[config.mk]
export PLATFORM = sky130hd
export DESIGN_NAME = pwm_tone_multi
export DESIGN_NICKNAME = d
export VERILOG_FILES = /design/src/rtl/pwm_tone_multi.sv
export SDC_FILE = /design/constraint.sdc
export NUM_CORES = 1
export LEC_CHECK = 0
export ABC_AREA = 1
export CORE_ASPECT_RATIO = 0.9
export CORE_MARGIN = 3
export CORE_UTILIZATION = 63
export DETAILED_ROUTE_END_ITERATION = 16
export PLACE_DENSITY_LB_ADDON = 0.1
export SLEW_MARGIN = 10
export SYNTH_ARGS = -nofsm -noshare
export SYNTH_HDL_FRONTEND = slang
export SYNTH_SLANG_ARGS = --single-unit
[constraint.sdc]
create_clock -name clk_in -period 3.9 [get_ports clk_in]
set_input_delay 1.17 -clock clk_in [delete_from_list [all_inputs] [get_ports clk_in]]
set_output_delay 1.17 -clock clk_in [all_outputs]
set_load 0.01 [all_outputs]
[src/rtl/pwm_tone_multi.sv]
// Multi-channel buzzer PWM tone generator with shadowed period/duty per channel
// and a round-robin time-multiplexed mix output for a single buzzer pin.
module pwm_tone_multi #(
    parameter int CHANNELS = 4,
    parameter int CNT_W    = 32,
    parameter int MIX_SLOT = 1024,
    localparam int CH_W    = (CHANNELS > 1) ? $clog2(CHANNELS) : 1,
    localparam int SLOT_W  = $clog2(MIX_SLOT)
) (
    input  logic                clk_in,
    input  logic                rst_n_in,
    input  logic                wr_en,
    input  logic [CH_W-1:0]     wr_ch,
    input  logic [CNT_W-1:0]    wr_period,
    input  logic [CNT_W-1:0]    wr_duty,
    input  logic [CHANNELS-1:0] ch_en,
    output logic [CHANNELS-1:0] pwm_out,
    output logic [CHANNELS-1:0] wrap_pulse,
    output logic                mix_out
);

    localparam logic [CH_W:0] CH_LIM = (CH_W + 1)'(CHANNELS);

    logic [CNT_W-1:0]    cnt_q    [CHANNELS];
    logic [CNT_W-1:0]    cnt_d    [CHANNELS];
    logic [CNT_W-1:0]    act_p_q  [CHANNELS];
    logic [CNT_W-1:0]    act_p_d  [CHANNELS];
    logic [CNT_W-1:0]    act_d_q  [CHANNELS];
    logic [CNT_W-1:0]    act_d_d  [CHANNELS];
    logic [CNT_W-1:0]    shd_p_q  [CHANNELS];
    logic [CNT_W-1:0]    shd_p_d  [CHANNELS];
    logic [CNT_W-1:0]    shd_d_q  [CHANNELS];
    logic [CNT_W-1:0]    shd_d_d  [CHANNELS];
    logic [CHANNELS-1:0] pend_q, pend_d;
    logic [CHANNELS-1:0] pwm_q, pwm_d;
    logic [CHANNELS-1:0] wrap_q, wrap_d;
    logic [CHANNELS-1:0] wr_hit, idle, at_wrap, apply;
    logic [SLOT_W-1:0]   slot_q, slot_d;
    logic [CH_W-1:0]     sel_q, sel_d;
    logic [CH_W-1:0]     cand;
    logic                found;
    logic                mix_q, mix_d;
    logic                wr_ok;

    assign wr_ok = wr_en && ({1'b0, wr_ch} < CH_LIM);

    always_comb begin
        pend_d = pend_q;
        pwm_d  = '0;
        wrap_d = '0;
        wr_hit = '0;
        idle   = '0;
        at_wrap = '0;
        apply  = '0;
        for (int i = 0; i < CHANNELS; i++) begin
            cnt_d[i]   = cnt_q[i];
            act_p_d[i] = act_p_q[i];
            act_d_d[i] = act_d_q[i];
            shd_p_d[i] = shd_p_q[i];
            shd_d_d[i] = shd_d_q[i];

            wr_hit[i]  = wr_ok && (wr_ch == CH_W'(i));
            idle[i]    = !ch_en[i] || (act_p_q[i] < CNT_W'(2));
            at_wrap[i] = cnt_q[i] >= act_p_q[i] - CNT_W'(1);
            // Shadow moves to active only while idle or at the period boundary,
            // so a running waveform never sees a half-applied period/duty pair.
            apply[i]   = pend_q[i] && (idle[i] || at_wrap[i]);

            if (apply[i]) begin
                act_p_d[i] = shd_p_q[i];
                act_d_d[i] = shd_d_q[i];
            end
            if (wr_hit[i]) begin
                shd_p_d[i] = wr_period;
                shd_d_d[i] = wr_duty;
            end
            pend_d[i] = wr_hit[i] || (pend_q[i] && !apply[i]);

            if (idle[i]) begin
                cnt_d[i] = '0;
            end else begin
                cnt_d[i]  = at_wrap[i] ? '0 : cnt_q[i] + CNT_W'(1);
                wrap_d[i] = at_wrap[i];
                pwm_d[i]  = cnt_q[i] < act_d_q[i];
            end
        end
    end

    // Slot rotation: search forward from sel; the last candidate is sel itself,
    // so a lone enabled channel keeps the slot and no enabled channel holds sel.
    always_comb begin
        slot_d = slot_q + SLOT_W'(1);
        sel_d  = sel_q;
        found  = 1'b0;
        cand   = '0;
        if (slot_q == SLOT_W'(MIX_SLOT - 1)) begin
            slot_d = '0;
            for (int k = 1; k <= CHANNELS; k++) begin
                cand = CH_W'((int'(sel_q) + k) % CHANNELS);
                if (!found && ch_en[cand]) begin
                    sel_d = cand;
                    found = 1'b1;
                end
            end
        end
        mix_d = pwm_q[sel_q] & ch_en[sel_q];
    end

    // NOTE: the per-channel register arrays are reset explicitly because a
    // released reset must leave every channel idle with period 0 until rewritten.
    always_ff @(posedge clk_in or negedge rst_n_in) begin
        if (!rst_n_in) begin
            for (int i = 0; i < CHANNELS; i++) begin
                cnt_q[i]   <= '0;
                act_p_q[i] <= '0;
                act_d_q[i] <= '0;
                shd_p_q[i] <= '0;
                shd_d_q[i] <= '0;
            end
            pend_q <= '0;
            pwm_q  <= '0;
            wrap_q <= '0;
            slot_q <= '0;
            sel_q  <= '0;
            mix_q  <= 1'b0;
        end else begin
            for (int i = 0; i < CHANNELS; i++) begin
                cnt_q[i]   <= cnt_d[i];
                act_p_q[i] <= act_p_d[i];
                act_d_q[i] <= act_d_d[i];
                shd_p_q[i] <= shd_p_d[i];
                shd_d_q[i] <= shd_d_d[i];
            end
            pend_q <= pend_d;
            pwm_q  <= pwm_d;
            wrap_q <= wrap_d;
            slot_q <= slot_d;
            sel_q  <= sel_d;
            mix_q  <= mix_d;
        end
    end

    assign pwm_out    = pwm_q;
    assign wrap_pulse = wrap_q;
    assign mix_out    = mix_q;

endmodule

* Word-level counts from Yosys, hierarchy flattened
Index checks and enable logic that the tools add are counted.
** Storage, ports and cells
- Bits in registers :: 665
- Word-level logic and storage cells :: 141
- Output and inout bits :: 9
- Input port bits :: 73
** Operators by class
- Multiplexer cells :: 39
- Reduce and logical (&&, ||, !) cells :: 41
- $lt $le $gt $ge :: 17
- Equality and inequality tests :: 4
- $add $sub $neg :: 13
- Bitwise operators :: 1
** Operators with widths (count)
- 32-bit 2-to-1 mux :: 8
- 32-bit by 1-bit adder with 32-bit output, second input constant :: 4
- 32-bit greater-or-equal comparator :: 4
- 32-bit by 2-bit less-than comparator with 1-bit output, second input constant :: 4
- 32-bit less-than comparator :: 4
- 32-bit by 1-bit subtractor with 32-bit output, second input constant :: 4
- 1-bit 2-to-1 mux :: 20
- 1-bit logical AND :: 15
- 2-bit by 3-bit less-than comparator with 1-bit output, second input constant :: 5
- 1-bit binary-select mux with 2-bit select :: 6
- 1-bit logical OR :: 12
- 1-bit zero test :: 11
- 10-bit by 1-bit adder with 10-bit output, second input constant :: 1
- 10-bit equality test, second input constant :: 1
- 10-bit 2-to-1 mux :: 1
- 2-bit 2-to-1 mux :: 4
- 2-bit by 1-bit adder with 2-bit output, second input constant :: 2
- 2-bit adder, second input constant :: 2
- 2-bit equality test, second input constant :: 2
- 4-bit nonzero test :: 1
- 2-bit by 1-bit equality test with 1-bit output, second input constant :: 1
- 2-bit zero test :: 1
- 2-bit AND reduction :: 1
- 1-bit AND :: 1

* Depth between registers and ports, before layout
- Depth after elaboration :: 17
- Mapped depth :: 23
- Depth with buffers taken out :: 22

* Least setup slack after synthesis
No wires, ideal clock.
- Path kind :: register to register
- Start :: register act_p_q[0] in the netlist's numbering
- End :: register cnt_q[15] in the netlist's numbering
- Path slack :: 907 ps
- Setup time :: 71 ps
- Data required time :: 3829 ps
- Arrival time :: 2921 ps
- Stages on the path, launching flop included :: 20
- Period minus slack after synthesis :: 2993 ps
- Path buffers :: 2
- Path through :: dfrtp_1 inv_1 ha_1 nand2_1 nor2_1 nand2_1 nor2_1 nand4_1 nor2_1 nand2_1 xor2_1 ha_1 nand2_1 o21a_1 nand2_1 a21oi_1 nand3_2 buf_4 buf_4 nor2_1
** RTL lines
- from (decl) :: RTL line 26 : logic [CNT_W-1:0] act_p_q [CHANNELS];
- from (signal, indexed assignment) :: RTL line 129 : act_p_q[i] <= act_p_d[i];
- to (signal, indexed assignment) :: RTL line 128 : cnt_q[i] <= cnt_d[i];
- to (decl) :: RTL line 24 : logic [CNT_W-1:0] cnt_q [CHANNELS];

* Worst setup path in the final report
- Start :: register act_p_q[96] in the netlist's numbering
- End :: register act_d_q[98] in the netlist's numbering
** Between the ends
- Cells in the longest elaborated chain, start to end :: 4
- Elaborated cells on any way between the ends :: 6
- Classes of those cells :: add/sub (1); order compare (2); reduce/logical (3)
** Ends and longest elaborated chain
- 32-bit by 1-bit subtractor with 32-bit output or 32-bit by 2-bit less-than comparator with 1-bit output (tied branches) :: RTL line 64, 63
- 32-bit greater-or-equal comparator or 1-bit logical OR (tied branches) :: RTL line 64, 63
- 1-bit logical OR (*) :: RTL line 67 : apply[i] = pend_q[i] && (idle[i] || at_wrap[i]);
- 1-bit logical AND (*) :: RTL line 67
- to (signal, indexed assignment) :: RTL line 130 : act_d_q[i] <= act_d_d[i];
- to (decl) :: RTL line 28 : logic [CNT_W-1:0] act_d_q [CHANNELS];
Every way passes the cells marked *; elsewhere a longest branch is shown, timed or not.
A chain may end at the register's enable or synchronous reset.

==> reports/qor.csv <==
metric;value;unit
status;completed;
setup_viol;0;
gp_congestion;0.944;
cts_setup_buffers;0;
cts_tree;done;
num_vias;30341;
ant_nets;0;
synthAdderAreaFrac;8.95;%
clock_power_share;31.7;%
hold_viol;0;
critical_path_class;reg -> reg;
max-vdd-ir-drop;0.426;mV
dp_worst_setup_slack;329;ps
hp-start;act_d_q[39]$_DFFE_PN0P_;
p_leak;20.5;nW
overflow;0;
cts_buffer_depth;3;
hp-class;reg -> reg;
power.density;531;mW/mm2
rows;83;
firstDrtPassIters;8;
r2r.worst_path.cells;20;
root_buffer;clkbuf_16;
netSwitchingPower;0.00735;W
seq_area_frac_synth;45.6;%
grt_max_degree;130;
rsz0062_at_grt;false;
dp_cells;5260;
routed_wl;98.8;mm
core;0.0571;mm2
antenna_found_initial;14;
clkLatencyLatePin;620;ps
synth_fp_nets;4855;
grt_usage;33.1;%
min_period;3580;ps
layout.cells.non_filler;5392;
io_buffers;81;
io_pins;82;
tns;0;ps
ctsHoldBuffers;0;
final_util;70.9;%
synthArstFlopShare;100;%
crit_arrival;4090;ps
required;4410;ps
critPathMaxFanout;36;
avgSynthCellArea;8.07;um2
grt_pass1_vias;28609;
h-tree-depth;3;
dieHeight;234;um
finalMaxSlewViolations;0;
synth_edf_count;0;
end_kind;flip-flop;
drive_above_1_share;4.87;%
drt_iter0_markers;3045;
worst_r2r_endpoint;act_d_q[98]$_DFFE_PN0P_;
reg2reg_slack;320;ps
synth_cells;4521;
drc;0;
tightest_slew;1070;ps
max_freq;279;MHz
cts_buffers;69;
fin_skew;20.8;ps
synth_warnings;0;
synth_area;0.0365;mm2
worst_slack;320;ps
startpoint_type;flip-flop;
nNetsFinal;4901;
ys.flop_type;dfrtp_1;
grt_pass1_wl;156;mm
cts_sinks;665;
power_switching_share;34.2;%
synthMuxAreaShare;0;%
worst_hold_path.endpoint;act_d_q[39]$_DFFE_PN0P_;
die_w;260;um
post_cts_resized;0;
ys_seq_elements;665;
viasPerCell;5.63;
relSlewSlack;28.8;%
synthSimpleGateAreaFrac;26.8;%
dp_hpwl;69.4;mm
min_path_cells;2;
cap_violations;0;
timing.rr.start;act_p_q[96]$_DFFE_PN0P_;
p_seq_share;42.7;%
yosys.cell_types.count;49;
power.total;0.0215;W
post-route-period-util;91.8;%
start_util;63.9;%
die_area;0.0608;mm2
synthXorXnorAreaFrac;4.95;%
synth_top_family_by_area;simple AND/OR/NAND/NOR gates;
synth_compound_area_share;6.81;%
combPwrFrac;25.5;%
p_int;0.0142;W
wire_per_inst;18.3;um
syn_to_final_growth;11.0;%
clkTransAtPathRegs;60;ps
synthesized netlist by cell type, types with 5 or more instances:
master,count,area (um2)
a21oi_1,126,631
clkbuf_1,78,293
buf_4,18,135
buf_6,16,180
buf_2,30,150
xor2_1,130,1140
nand3_2,11,110
nor3_2,5,50.1
nor2_2,15,93.8
inv_1,450,1690
nor3_1,85,425
buf_1,6,22.5
o21ai_0,314,1570
dfrtp_1,665,16600
nor4_1,21,131
o21a_1,12,90.1
nor2_1,429,1610
ha_1,261,3270
nor3b_1,6,45.0
nand3_1,338,1690
xnor2_1,76,666
nand3b_1,5,37.5
nand4_1,70,438
a21o_1,10,75.1
nand2_1,1294,4860
or2_2,6,37.5
kinds of logic after synthesis:
logic type	count (synthesis)
adders and majority gates	261
and+or+nand+nor	2309
DFF	665
xor gates and xnor gates	206
AOI/OAI and AO/OA	477
buffers and inverters	603
worst max path at each step:
stage,startpoint,end,depth (start not counted)
detailed placement,act_p_q[96]$_DFFE_PN0P_,act_p_q[127]$_DFFE_PN0P_,19
global route,act_p_q[64]$_DFFE_PN0P_,act_p_q[71]$_DFFE_PN0P_,18
CTS,act_p_q[96]$_DFFE_PN0P_,act_p_q[127]$_DFFE_PN0P_,19
global placement,act_p_q[96]$_DFFE_PN0P_,act_p_q[127]$_DFFE_PN0P_,19
finish,act_p_q[96]$_DFFE_PN0P_,act_d_q[98]$_DFFE_PN0P_,20
floorplan,act_p_q[0]$_DFFE_PN0P_,cnt_q[15]$_DFF_PN0_,19
critical path: stages, from the launching register on:
cell     delay (ps)
dfrtp_1         370
inv_1           120
ha_1            200
nand2_1         180
nor2_4          220
nand4_1         180
nor2_1          170
nand2_1          80
xnor2_1         170
inv_1            60
ha_1            270
nand2_1          70
nor2_1          170
nand4_1         130
nor3b_1         200
nand2_1         130
nand3_4         160
nand2_8         180
buf_12          220
nand2_1          80
nand2_1          50
routing by layer:
layer  track usage (%)  wire length [um]
met1              47.6             44100
met5                 0               107
met2              49.3             42400
met4              12.6              3510
met3              7.62              8740
cell type report:
cell class | count | area (um2)
repair buffers | 125 | 1410
inverters | 453 | 1700
well taps | 765 | 957
clock buffers | 99 | 2050
flip-flops and latches | 665 | 16600
diodes | 6 | 15.0
multi-input cells | 3253 | 17400
clock inverters | 26 | 292
fillers | 4631 | 16600
through the flow:
| stage | instance area, um2 | hold WS [ps] |
|---|---|---|
| after floorplan | 36500 | 442 |
| after global placement | 38000 | 454 |
| after detailed placement | 38000 | 458 |
| after CTS | 40400 | 473 |
| after global routing | 40500 | 486 |
| final | 40500 | 469 |
flip-flops by register name, indices dropped and copies added (netlist names):
signal      count
cnt_q         128
slot_q         10
sel_q           2
pend_q          4
act_d_q       128
shd_d_q       128
wrap_pulse      4
pwm_out         4
shd_p_q       128
mix_out         1
act_p_q       128
power groups by stage:
stage,Combinational (W),Clock (W),Sequential [W]
global placement,0.00519,0,0.00926
detailed placement,0.00540,0,0.00926
CTS,0.00545,0.00694,0.00916
global route,0.00639,0.00718,0.00933
finish,0.00549,0.00683,0.00919
floorplan,0.00410,0,0.00889
cells in the final DEF, fill, tap and decap left out, drive strengths merged, types with 2 or more instances in the layout:
cell           Yosys  routed
clkinvlp           0       3
nand3b             5       5
nor3b              7       7
nand3            352     352
nand2           1299    1299
a211oi             4       4
a31o               2       2
or2               10      10
o21ai            316     316
a21o              10      10
a21boi             3       3
nor3              92      92
xor2             130     130
inv              453     457
nor2             445     445
clkdlybuf4s50      0      80
ha               261     261
and2               4       4
nor4              22      22
clkinv             0      14
a21oi            127     127
o21a              12      12
diode              0       6
xnor2             76      76
nand4             70      70
dfrtp            665     665
bufinv             0       5
and3               2       2
clkbuf            78     100
buf               72      44
No activity file was read; power rests on OpenSTA's default activity.
